`config.mk`:
```
export PLATFORM = sky130hd
export DESIGN_NAME = msrh_ldq_multi
export DESIGN_NICKNAME = d
export VERILOG_FILES = /design/src/rtl/msrh_ldq_multi.sv
export SDC_FILE = /design/constraint.sdc
export NUM_CORES = 2
export LEC_CHECK = 0
export CELL_PAD_IN_SITES_DETAIL_PLACEMENT = 1
export CELL_PAD_IN_SITES_GLOBAL_PLACEMENT = 2
export CORE_UTILIZATION = 30
export CTS_CLUSTER_SIZE = 28
export DETAILED_ROUTE_END_ITERATION = 10
export PLACE_DENSITY_LB_ADDON = 0.12
export SLEW_MARGIN = 20
export SYNTH_ARGS = -nofsm -noshare
export SYNTH_HDL_FRONTEND = slang
export SYNTH_SLANG_ARGS = --single-unit
```
`constraint.sdc`:
```
create_clock -name i_clk -period 7.3 [get_ports i_clk]
set_input_delay 0.73 -clock i_clk [delete_from_list [all_inputs] [get_ports i_clk]]
set_output_delay 0.73 -clock i_clk [all_outputs]
set_load 0.01 [all_outputs]
```
`src/rtl/msrh_ldq_multi.sv`:
```
// msrh_ldq_multi: parametrised load queue for the LSU cluster.
// Entries are allocated in program order, tracked through EX1/EX2 with
// per-pipe replay on TLB/L1D/LRQ/STQ hazards, and retired in order from head.
module msrh_ldq_multi #(
  parameter int DEPTH   = 8,
  parameter int DISP_W  = 2,
  parameter int PIPE_N  = 2,
  parameter int TAG_W   = 8,
  parameter int VADDR_W = 39,
  parameter int HAZ_W   = 4,
  parameter int IDX_W   = $clog2(DEPTH)
) (
  input  logic                      i_clk,
  input  logic                      i_reset_n,
  input  logic [DISP_W-1:0]         i_disp_valid,
  input  logic [DISP_W*TAG_W-1:0]   i_disp_tag,
  output logic                      o_disp_ready,
  output logic [DISP_W*IDX_W-1:0]   o_disp_idx,
  input  logic [PIPE_N-1:0]         i_ex1_valid,
  input  logic [PIPE_N*IDX_W-1:0]   i_ex1_idx,
  input  logic [PIPE_N*VADDR_W-1:0] i_ex1_vaddr,
  input  logic [PIPE_N-1:0]         i_ex1_tlb_miss,
  input  logic [PIPE_N-1:0]         i_ex1_exc,
  input  logic [PIPE_N-1:0]         i_ex2_valid,
  input  logic [PIPE_N*IDX_W-1:0]   i_ex2_idx,
  input  logic [PIPE_N*2-1:0]       i_ex2_haz,
  input  logic [PIPE_N*HAZ_W-1:0]   i_ex2_haz_oh,
  input  logic                      i_tlb_resolve,
  input  logic                      i_lrq_resolve_valid,
  input  logic [HAZ_W-1:0]          i_lrq_resolve_oh,
  input  logic                      i_stq_resolve_valid,
  input  logic [HAZ_W-1:0]          i_stq_resolve_oh,
  output logic [PIPE_N-1:0]         o_replay_valid,
  output logic [PIPE_N*IDX_W-1:0]   o_replay_idx,
  output logic [PIPE_N*VADDR_W-1:0] o_replay_vaddr,
  input  logic [PIPE_N-1:0]         i_replay_ready,
  output logic                      o_done_valid,
  output logic [TAG_W-1:0]          o_done_tag,
  output logic                      o_done_exc,
  input  logic                      i_flush,
  output logic [IDX_W:0]            o_count
);

  localparam int PTR_W  = IDX_W + 1;
  localparam int PIPE_W = (PIPE_N > 1) ? $clog2(PIPE_N) : 1;

  localparam logic [2:0] ST_FREE    = 3'd0;
  localparam logic [2:0] ST_WAIT    = 3'd1;
  localparam logic [2:0] ST_EX2_RUN = 3'd2;
  localparam logic [2:0] ST_TLB_HAZ = 3'd3;
  localparam logic [2:0] ST_LRQ_HAZ = 3'd4;
  localparam logic [2:0] ST_STQ_HAZ = 3'd5;
  localparam logic [2:0] ST_READY   = 3'd6;
  localparam logic [2:0] ST_DONE    = 3'd7;

  logic [2:0]         state_q  [DEPTH];
  logic [2:0]         state_d  [DEPTH];
  logic [TAG_W-1:0]   tag_q    [DEPTH];
  logic [PIPE_W-1:0]  pipe_q   [DEPTH];
  logic [VADDR_W-1:0] vaddr_q  [DEPTH];
  logic [HAZ_W-1:0]   haz_oh_q [DEPTH];
  logic [DEPTH-1:0]   exc_q;

  logic [PTR_W-1:0]   head_q;
  logic [PTR_W-1:0]   tail_q;
  logic [PTR_W-1:0]   count;
  logic [PTR_W-1:0]   free_cnt;
  logic [PTR_W-1:0]   disp_cnt;
  logic [PTR_W-1:0]   disp_ptr [DISP_W];
  logic [IDX_W-1:0]   head_idx;
  logic               alloc_en;

  logic [PIPE_N-1:0]  rep_valid;
  logic [PIPE_N-1:0]  rep_fire;
  logic [IDX_W-1:0]   rep_idx [PIPE_N];
  logic [IDX_W-1:0]   scan_idx;

  // Occupancy comes straight from the wrap-bit pointers; a slot freed by
  // retire this cycle is deliberately not visible to dispatch until next cycle.
  assign count        = tail_q - head_q;
  assign free_cnt     = PTR_W'(DEPTH) - count;
  assign o_count      = count;
  assign o_disp_ready = (free_cnt >= PTR_W'(DISP_W));
  assign alloc_en     = o_disp_ready & ~i_flush;
  assign head_idx     = head_q[IDX_W-1:0];

  // Retire reports the head entry whenever it has completed.
  assign o_done_valid = (state_q[head_idx] == ST_DONE);
  assign o_done_tag   = o_done_valid ? tag_q[head_idx] : '0;
  assign o_done_exc   = o_done_valid & exc_q[head_idx];

  // Per-lane allocation index and the number of lanes dispatching.
  always_comb begin
    disp_cnt   = '0;
    o_disp_idx = '0;
    for (int k = 0; k < DISP_W; k++) begin
      disp_ptr[k] = tail_q + PTR_W'(k);
      o_disp_idx[k*IDX_W +: IDX_W] = disp_ptr[k][IDX_W-1:0];
      if (i_disp_valid[k]) disp_cnt = disp_cnt + PTR_W'(1);
    end
  end

  // Oldest-first replay pick per pipe, scanning from head around the ring.
  always_comb begin
    rep_valid      = '0;
    scan_idx       = '0;
    o_replay_idx   = '0;
    o_replay_vaddr = '0;
    for (int p = 0; p < PIPE_N; p++) begin
      rep_idx[p] = '0;
      for (int i = 0; i < DEPTH; i++) begin
        scan_idx = head_idx + IDX_W'(i);
        if (!rep_valid[p] && state_q[scan_idx] == ST_READY &&
            pipe_q[scan_idx] == PIPE_W'(p)) begin
          rep_valid[p] = 1'b1;
          rep_idx[p]   = scan_idx;
        end
      end
      o_replay_idx[p*IDX_W +: IDX_W] = rep_idx[p];
      if (rep_valid[p]) o_replay_vaddr[p*VADDR_W +: VADDR_W] = vaddr_q[rep_idx[p]];
    end
  end

  assign o_replay_valid = rep_valid;
  assign rep_fire       = rep_valid & i_replay_ready;

  // Next state of every entry; a same-cycle matching resolve skips the hazard state.
  always_comb begin
    for (int e = 0; e < DEPTH; e++) begin
      state_d[e] = state_q[e];
      case (state_q[e])
        ST_FREE: begin
          for (int k = 0; k < DISP_W; k++)
            if (alloc_en && i_disp_valid[k] && disp_ptr[k][IDX_W-1:0] == IDX_W'(e))
              state_d[e] = ST_WAIT;
        end
        ST_WAIT: begin
          for (int p = 0; p < PIPE_N; p++)
            if (i_ex1_valid[p] && i_ex1_idx[p*IDX_W +: IDX_W] == IDX_W'(e)) begin
              if (i_ex1_exc[p])           state_d[e] = ST_DONE;
              else if (i_ex1_tlb_miss[p]) state_d[e] = ST_TLB_HAZ;
              else                        state_d[e] = ST_EX2_RUN;
            end
        end
        ST_EX2_RUN: begin
          for (int p = 0; p < PIPE_N; p++)
            if (i_ex2_valid[p] && i_ex2_idx[p*IDX_W +: IDX_W] == IDX_W'(e)) begin
              case (i_ex2_haz[p*2 +: 2])
                2'd0:    state_d[e] = ST_DONE;
                2'd1:    state_d[e] = ST_READY;
                2'd2:    state_d[e] = (i_lrq_resolve_valid &&
                                       |(i_lrq_resolve_oh & i_ex2_haz_oh[p*HAZ_W +: HAZ_W]))
                                      ? ST_READY : ST_LRQ_HAZ;
                default: state_d[e] = (i_stq_resolve_valid &&
                                       |(i_stq_resolve_oh & i_ex2_haz_oh[p*HAZ_W +: HAZ_W]))
                                      ? ST_READY : ST_STQ_HAZ;
              endcase
            end
        end
        ST_TLB_HAZ: if (i_tlb_resolve) state_d[e] = ST_READY;
        ST_LRQ_HAZ: if (i_lrq_resolve_valid && |(i_lrq_resolve_oh & haz_oh_q[e])) state_d[e] = ST_READY;
        ST_STQ_HAZ: if (i_stq_resolve_valid && |(i_stq_resolve_oh & haz_oh_q[e])) state_d[e] = ST_READY;
        ST_READY: begin
          for (int p = 0; p < PIPE_N; p++)
            if (rep_fire[p] && rep_idx[p] == IDX_W'(e)) state_d[e] = ST_WAIT;
        end
        ST_DONE: if (head_idx == IDX_W'(e)) state_d[e] = ST_FREE;
        default: state_d[e] = ST_FREE;
      endcase
      if (i_flush) state_d[e] = ST_FREE;
    end
  end

  // Entry states and ring pointers; flush empties the whole queue.
  always_ff @(posedge i_clk or negedge i_reset_n) begin
    if (!i_reset_n) begin
      head_q <= '0;
      tail_q <= '0;
      for (int e = 0; e < DEPTH; e++) state_q[e] <= ST_FREE;
    end else begin
      for (int e = 0; e < DEPTH; e++) state_q[e] <= state_d[e];
      if (i_flush) begin
        head_q <= '0;
        tail_q <= '0;
      end else begin
        tail_q <= tail_q + (alloc_en ? disp_cnt : '0);
        head_q <= head_q + PTR_W'(o_done_valid);
      end
    end
  end

  // Per-entry payload: tag at allocation, pipe/vaddr/fault at EX1, hazard index at EX2.
  always_ff @(posedge i_clk or negedge i_reset_n) begin
    if (!i_reset_n) begin
      exc_q <= '0;
      for (int e = 0; e < DEPTH; e++) begin
        tag_q[e]    <= '0;
        pipe_q[e]   <= '0;
        vaddr_q[e]  <= '0;
        haz_oh_q[e] <= '0;
      end
    end else begin
      for (int e = 0; e < DEPTH; e++) begin
        for (int k = 0; k < DISP_W; k++)
          if (alloc_en && i_disp_valid[k] && state_q[e] == ST_FREE &&
              disp_ptr[k][IDX_W-1:0] == IDX_W'(e)) begin
            tag_q[e] <= i_disp_tag[k*TAG_W +: TAG_W];
            exc_q[e] <= 1'b0;
          end
        for (int p = 0; p < PIPE_N; p++) begin
          if (i_ex1_valid[p] && state_q[e] == ST_WAIT &&
              i_ex1_idx[p*IDX_W +: IDX_W] == IDX_W'(e)) begin
            pipe_q[e]  <= PIPE_W'(p);
            vaddr_q[e] <= i_ex1_vaddr[p*VADDR_W +: VADDR_W];
            exc_q[e]   <= i_ex1_exc[p];
          end
          if (i_ex2_valid[p] && state_q[e] == ST_EX2_RUN && i_ex2_haz[p*2+1] &&
              i_ex2_idx[p*IDX_W +: IDX_W] == IDX_W'(e))
            haz_oh_q[e] <= i_ex2_haz_oh[p*HAZ_W +: HAZ_W];
        end
      end
    end
  end

`ifndef SYNTHESIS
  // Simulation-only protocol checks on the upstream interfaces.
  always @(posedge i_clk) begin
    if (i_reset_n) begin
      if ((|i_disp_valid) && !o_disp_ready)
        $fatal(1, "msrh_ldq_multi: dispatch while not ready");
      if ((i_disp_valid & (i_disp_valid + DISP_W'(1))) != '0)
        $fatal(1, "msrh_ldq_multi: non-contiguous dispatch lanes");
      for (int p = 0; p < PIPE_N; p++) begin
        if (i_ex1_valid[p] && state_q[i_ex1_idx[p*IDX_W +: IDX_W]] != ST_WAIT)
          $fatal(1, "msrh_ldq_multi: EX1 to entry not in WAIT");
        if (i_ex2_valid[p] && state_q[i_ex2_idx[p*IDX_W +: IDX_W]] != ST_EX2_RUN)
          $fatal(1, "msrh_ldq_multi: EX2 to entry not in EX2_RUN");
        for (int q = p + 1; q < PIPE_N; q++) begin
          if (i_ex1_valid[p] && i_ex1_valid[q] &&
              i_ex1_idx[p*IDX_W +: IDX_W] == i_ex1_idx[q*IDX_W +: IDX_W])
            $fatal(1, "msrh_ldq_multi: two EX1 pipes hit the same entry");
          if (i_ex2_valid[p] && i_ex2_valid[q] &&
              i_ex2_idx[p*IDX_W +: IDX_W] == i_ex2_idx[q*IDX_W +: IDX_W])
            $fatal(1, "msrh_ldq_multi: two EX2 pipes hit the same entry");
        end
      end
    end
  end
`endif

endmodule

```
== Word-level counts from Yosys, hierarchy flattened ==
Index checks and enable logic that the tools add are counted.

* Register bits after elaboration: 456
* Output and inout port bits: 107

* Add/subtract/negate cells: 13
* $lt $le $gt $ge: 12
* Equal/unequal tests: 196
* Mux-type cells: 310
* Bitwise logic cells: 42
* Reduce and logical (&&, ||, !) cells: 321

{| class="wikitable"
|+ Operators with widths
! cell !! number
|-
| $mux W39 || 22
|-
| $mux W3 || 131
|-
| $bmux W39 S3 || 2
|-
| $eq A3 B3 Y1 const B || 77
|-
| $logic_and A1 B1 Y1 || 228
|-
| $pmux W3 S8 || 8
|-
| $mux W8 || 19
|-
| $ne A4 B4 Y1 const B || 32
|-
| $eq A3 B2 Y1 const B || 34
|-
| $ne A3 B3 Y1 const B || 32
|-
| $mux W1 || 84
|-
| $and A4 B4 Y4 || 20
|-
| $mux W4 || 20
|-
| $reduce_or A4 Y1 || 20
|-
| $bmux W3 S3 || 8
|-
| $reduce_and A8 Y1 || 8
|-
| $eq A3 B1 Y1 const B || 17
|-
| $logic_not A3 Y1 || 17
|-
| $reduce_bool A2 Y1 || 24
|-
| $ge A4 B4 Y1 const B || 10
|-
| $not A3 Y4 || 10
|-
| $reduce_bool A4 Y1 || 8
|-
| $bmux W1 S3 || 9
|-
| $bmux W8 S3 || 1
|-
| 19 further kinds || 53
|}

== Logic depth before layout (Yosys ltp) ==
* Word-level depth: 41
* Gate-level depth with buffers: 19
* Mapped depth without buffers: 16

== Least setup slack after synthesis ==
No wires, ideal clock.

* Kind: reg2out
* From: register head_q[1]
* To: output port o_replay_vaddr[68]
* Arrival: 4.204 ns
* Data required time: 6.570 ns
* Slack: 2.366 ns
* Stages on the path, launching flop included: 18
* Buffers on the path: 5
* Cell sequence: dfrtp_1 -> inv_1 -> clkbuf_1 -> ha_1 -> buf_4 -> buf_2 -> mux4_2 -> mux2_2 -> o41a_4 -> or3b_1 -> a211o_1 -> a41o_4 -> inv_4 -> buf_6 -> buf_6 -> mux2i_1 -> nand2_1 -> a32o_1

* Longest elaborated chain between the ends: 40
* Elaborated cells between the ends (all ways): 114

{| class="wikitable"
|+ Ends and longest elaborated chain
! element !! RTL line !! text
|-
| start: declaration || 64 || <nowiki>logic [PTR_W-1:0] head_q;</nowiki>
|-
| start signal: assignment || 187 || <nowiki>head_q <= head_q + PTR_W'(o_done_valid);</nowiki>
|-
| parallel branches: the longest is 39 deep, another holds $add A3 B1 Y3 || n/a ||
|-
| $mux W39 * || 120 || <nowiki>if (rep_valid[p]) o_replay_vaddr[p*VADDR_W +: VADDR_W] = vaddr_q[rep_idx[p]];</nowiki>
|-
| end: declaration || 35 || <nowiki>output logic [PIPE_N*VADDR_W-1:0] o_replay_vaddr,</nowiki>
|}

Mark *: on every way between the ends. The select of a mux whose other input is x is not followed.

== Final worst setup path ==
* From: register head_q[0]
* To: output port o_replay_vaddr[72]

The elaborated chain is that of the path after synthesis.

==> metrics <==
status finished with violations; failing checks DRC; Finish-stage setup viols 0; Critical Path Max Stage Delay 0.55 ns; Slowest cell on crit path mux2i_2; cell repeated most along the worst path buf_4; Worst-Skew Late Latency about 0.7 ns; CTS H-tree depth 2; cell taking the most area after synthesis dfrtp_1; Vias roughly 28k; Max-Cap Viols 0; internal reg-to-reg setup slack between 1.5 and 2 ns; R2R depth 11; Worst EP arrival 6.25 ns; uppermost layer routed met5; Hold Path Origin tag_q[52]; Fin Setup TNS 0 ns; clk slew on worst S/H paths about 0.05 ns; CP Class flop to output port; Placer Congestion slightly below 0.9; DIE WIDTH roughly 330 um; CP cell instances buf_4 -> buf_6 -> mux2i_2 -> mux4_2 -> clkinv_1 -> a211oi_4 -> and2_1 -> a221oi_1 -> a41o_4 -> inv_8 -> buf_4 -> mux2i_1 -> nand2_1 -> a32o_1 -> clkdlybuf4s50_1; Syn Inst Count between 3k and 4k; P_leak between 15 and 20 nW; remaining antenna violation count 0; top cells by area, synth dfrtp_1 35%, mux2i_1 20%, mux4_2 7.4%; WL per Instance around 28 um; first-pass GRT wire length 204.4 mm; FMAX 143.2 MHz; metal2 WL around 68 mm; Hold Slack about 0.49 ns; Seq/Total Area, Yosys 0.3547; # DRC 16; most common cell in the netlist mux2i_1; Metal-1 WL ~59 mm; min Tclk post-route 6.983 ns; worst path required time around 6.6 ns; YS warnings 0; post-DP HPWL slightly below 90 mm; Placed Area roughly 36,000 um^2; wirelength, routed approximately 140 mm; Die ar. between 100,000 and 150,000 um^2; async set-reset flop share out of synthesis 1.000; crit-path max FO 66; Yosys reg bits around 460; WHS Path Cells 2; final max-slew violation count 0; largest net degree at the start of global routing between 100 and 150; CP Launch Type flop; global router's overall resource usage 0.2514; period utilisation layout 0.9566; clock skew between 0.04 and 0.05 ns; Synth Area per Inst between 9 and 10 um^2; initial antenna violation count 16; syn nets 3,582; synth cell count leaders 627 x mux2i_1, 482 x nor2_1, 458 x a21oi_1; clk sinks about 460; Yosys cell types between 100 and 150; Area growth syn-to-layout 17.12%; initial drt markers 1,772; commonest register cell after synthesis dfrtp_1; Fillers about 12k; layout cells sized above 1 0.1005; worst r2r dst tag_q[51]; Max VDD drop about 0.00024 V; worst-margin pin slew 1.070 ns; Starting Density 0.3039; CTS tree done; global route total overflow 0; root buffer cell clkbuf_16; RSZ-0062 raised after global routing no; Cell Pwr Density 353.8 nW/um^2; post-synth top area share 0.3547; num rows ~120; via density per instance about 5.8; worst hold path class flop to flop; I/O Buffers 250; number of enable flip-flop cells after synthesis 0; Max clock buf depth 3; Post-Layout Inst Area ~38,000 um^2; Cell Area, Synth 32,170 um^2; Core ar. roughly 110,000 um^2; Rel. slew slack 0.2803; worst hold endpoint tag_q[52]; height of the die approximately 330 um; crit path capture type output port; I/O pin total roughly 250; layout net count approximately 3.6k; worst reg2reg startpoint head_q[2]; final hold viol count 0; CTS Buf Count 60; vias in the first global route 29.69k; first-pass detailed-route iteration total 10; WL met3 roughly 6.4 mm
[where the power goes]
| part | total [mW] | switching [mW] | internal [mW] |
|---|---|---|---|
| combinational | 5.80 | 3.04 | 2.76 |
| sequential | 4.40 | 0.896 | 3.51 |
| clock | 3.13 | 1.27 | 1.85 |
[what timing repair did]
action / CTS / global route
endpoints found under the setup margin: 15 / 29
setup buffers: 0 / 0
hold buffers: 1 / 0
gates resized for setup: 1 / 2
endpoints found under the hold margin: 21 / 0
[cell usage in the layout, fill, tap and decap left out, types with 21 or more instances in the layout]
master,instances
a22o_1,58
dfrtp_1,454
buf_4,64
a21oi_1,458
mux2i_1,625
mux4_2,106
a22oi_1,23
clkbuf_16,60
nand3_1,44
clkdlybuf4s50_1,249
nor2_1,480
nor2b_1,21
a32o_1,40
o21ai_0,75
nand2_1,211
inv_1,34
ha_1,25
nor3_1,32
[flip-flops by register name (all words and copies together), names as in the netlist]
register  flops
state_q      24
tag_q        64
head_q        4
tail_q        4
pipe_q        8
haz_oh_q     32
exc_q         8
vaddr_q     312
[how the worst max path moves through the flow]
stage,startpoint,to,slack (ns),cells past startpoint
floorplan,head_q[1],o_replay_vaddr[68],2.37,17
global placement,head_q[0],o_replay_vaddr[56],0.78,15
detailed placement,head_q[0],o_replay_vaddr[40],0.67,15
CTS,head_q[0],o_replay_vaddr[56],0.06,15
global route,head_q[0],o_replay_vaddr[56],0.04,15
finish,head_q[0],o_replay_vaddr[72],0.32,15
[worst max-delay path: cells and delay by family (launching register included)]
kind                   cells  cell delay, ns
muxes                      3            1.24
AOI/OAI and AO/OA          4            1.08
DFF                        1            0.40
buffers and inverters      6            2.46
and+or+nand+nor            2            0.31
[routing by layer]
layer | up-vias | GRT usage
met4 | 18 | 0.07297
met3 | 218 | 0.03384
met2 | 704 | 0.4317
li1 | 12489 | -
met1 | 14744 | 0.3278
met5 | - | 0
[metrics by stage]
stage / total power [mW] / util / std cells / worst slack, ns
after floorplan: 8.073 / - / 3410 / 2.366
after global placement: 9.994 / 0.3360 / 4765 / 0.7765
after detailed placement: 10.23 / 0.3360 / 4765 / 0.6729
after CTS: 13.43 / 0.3556 / 4874 / 0.06264
after global routing: 14.09 / 0.3559 / 4878 / 0.03806
final: 13.33 / 0.3559 / 4879 / 0.3171
[logic make-up (layout without fill, tap and decap cells)]
group	count (synthesis)	count (layout)	share of synthesized area
muxes	751	751	0.2793
buffers and inverters	401	474	0.05830
and+or+nand+nor	940	940	0.1302
xor gates and xnor gates	9	9	0.003267
other	0	5	0
adders and majority gates	28	28	0.01136
AOI/OAI and AO/OA	825	825	0.1629
DFF	456	456	0.3547
[final cells by class]
| cell class | count | area [um^2] | share of cell area |
|---|---|---|---|
| diodes | 5 | 12.51 | 0.0003321 |
| clock buffers | 88 | 1777 | 0.04716 |
| clock inverters | 20 | 284.0 | 0.007538 |
| inverters | 42 | 175.2 | 0.004649 |
| multi-input cells | 2553 | 19100 | 0.5070 |
| flip-flops and latches | 456 | 11420 | 0.3030 |
| well taps | 1391 | 1740 | 0.04619 |
| repair buffers | 324 | 3169 | 0.08412 |
Note: power is estimated with default switching activity, not from simulation.
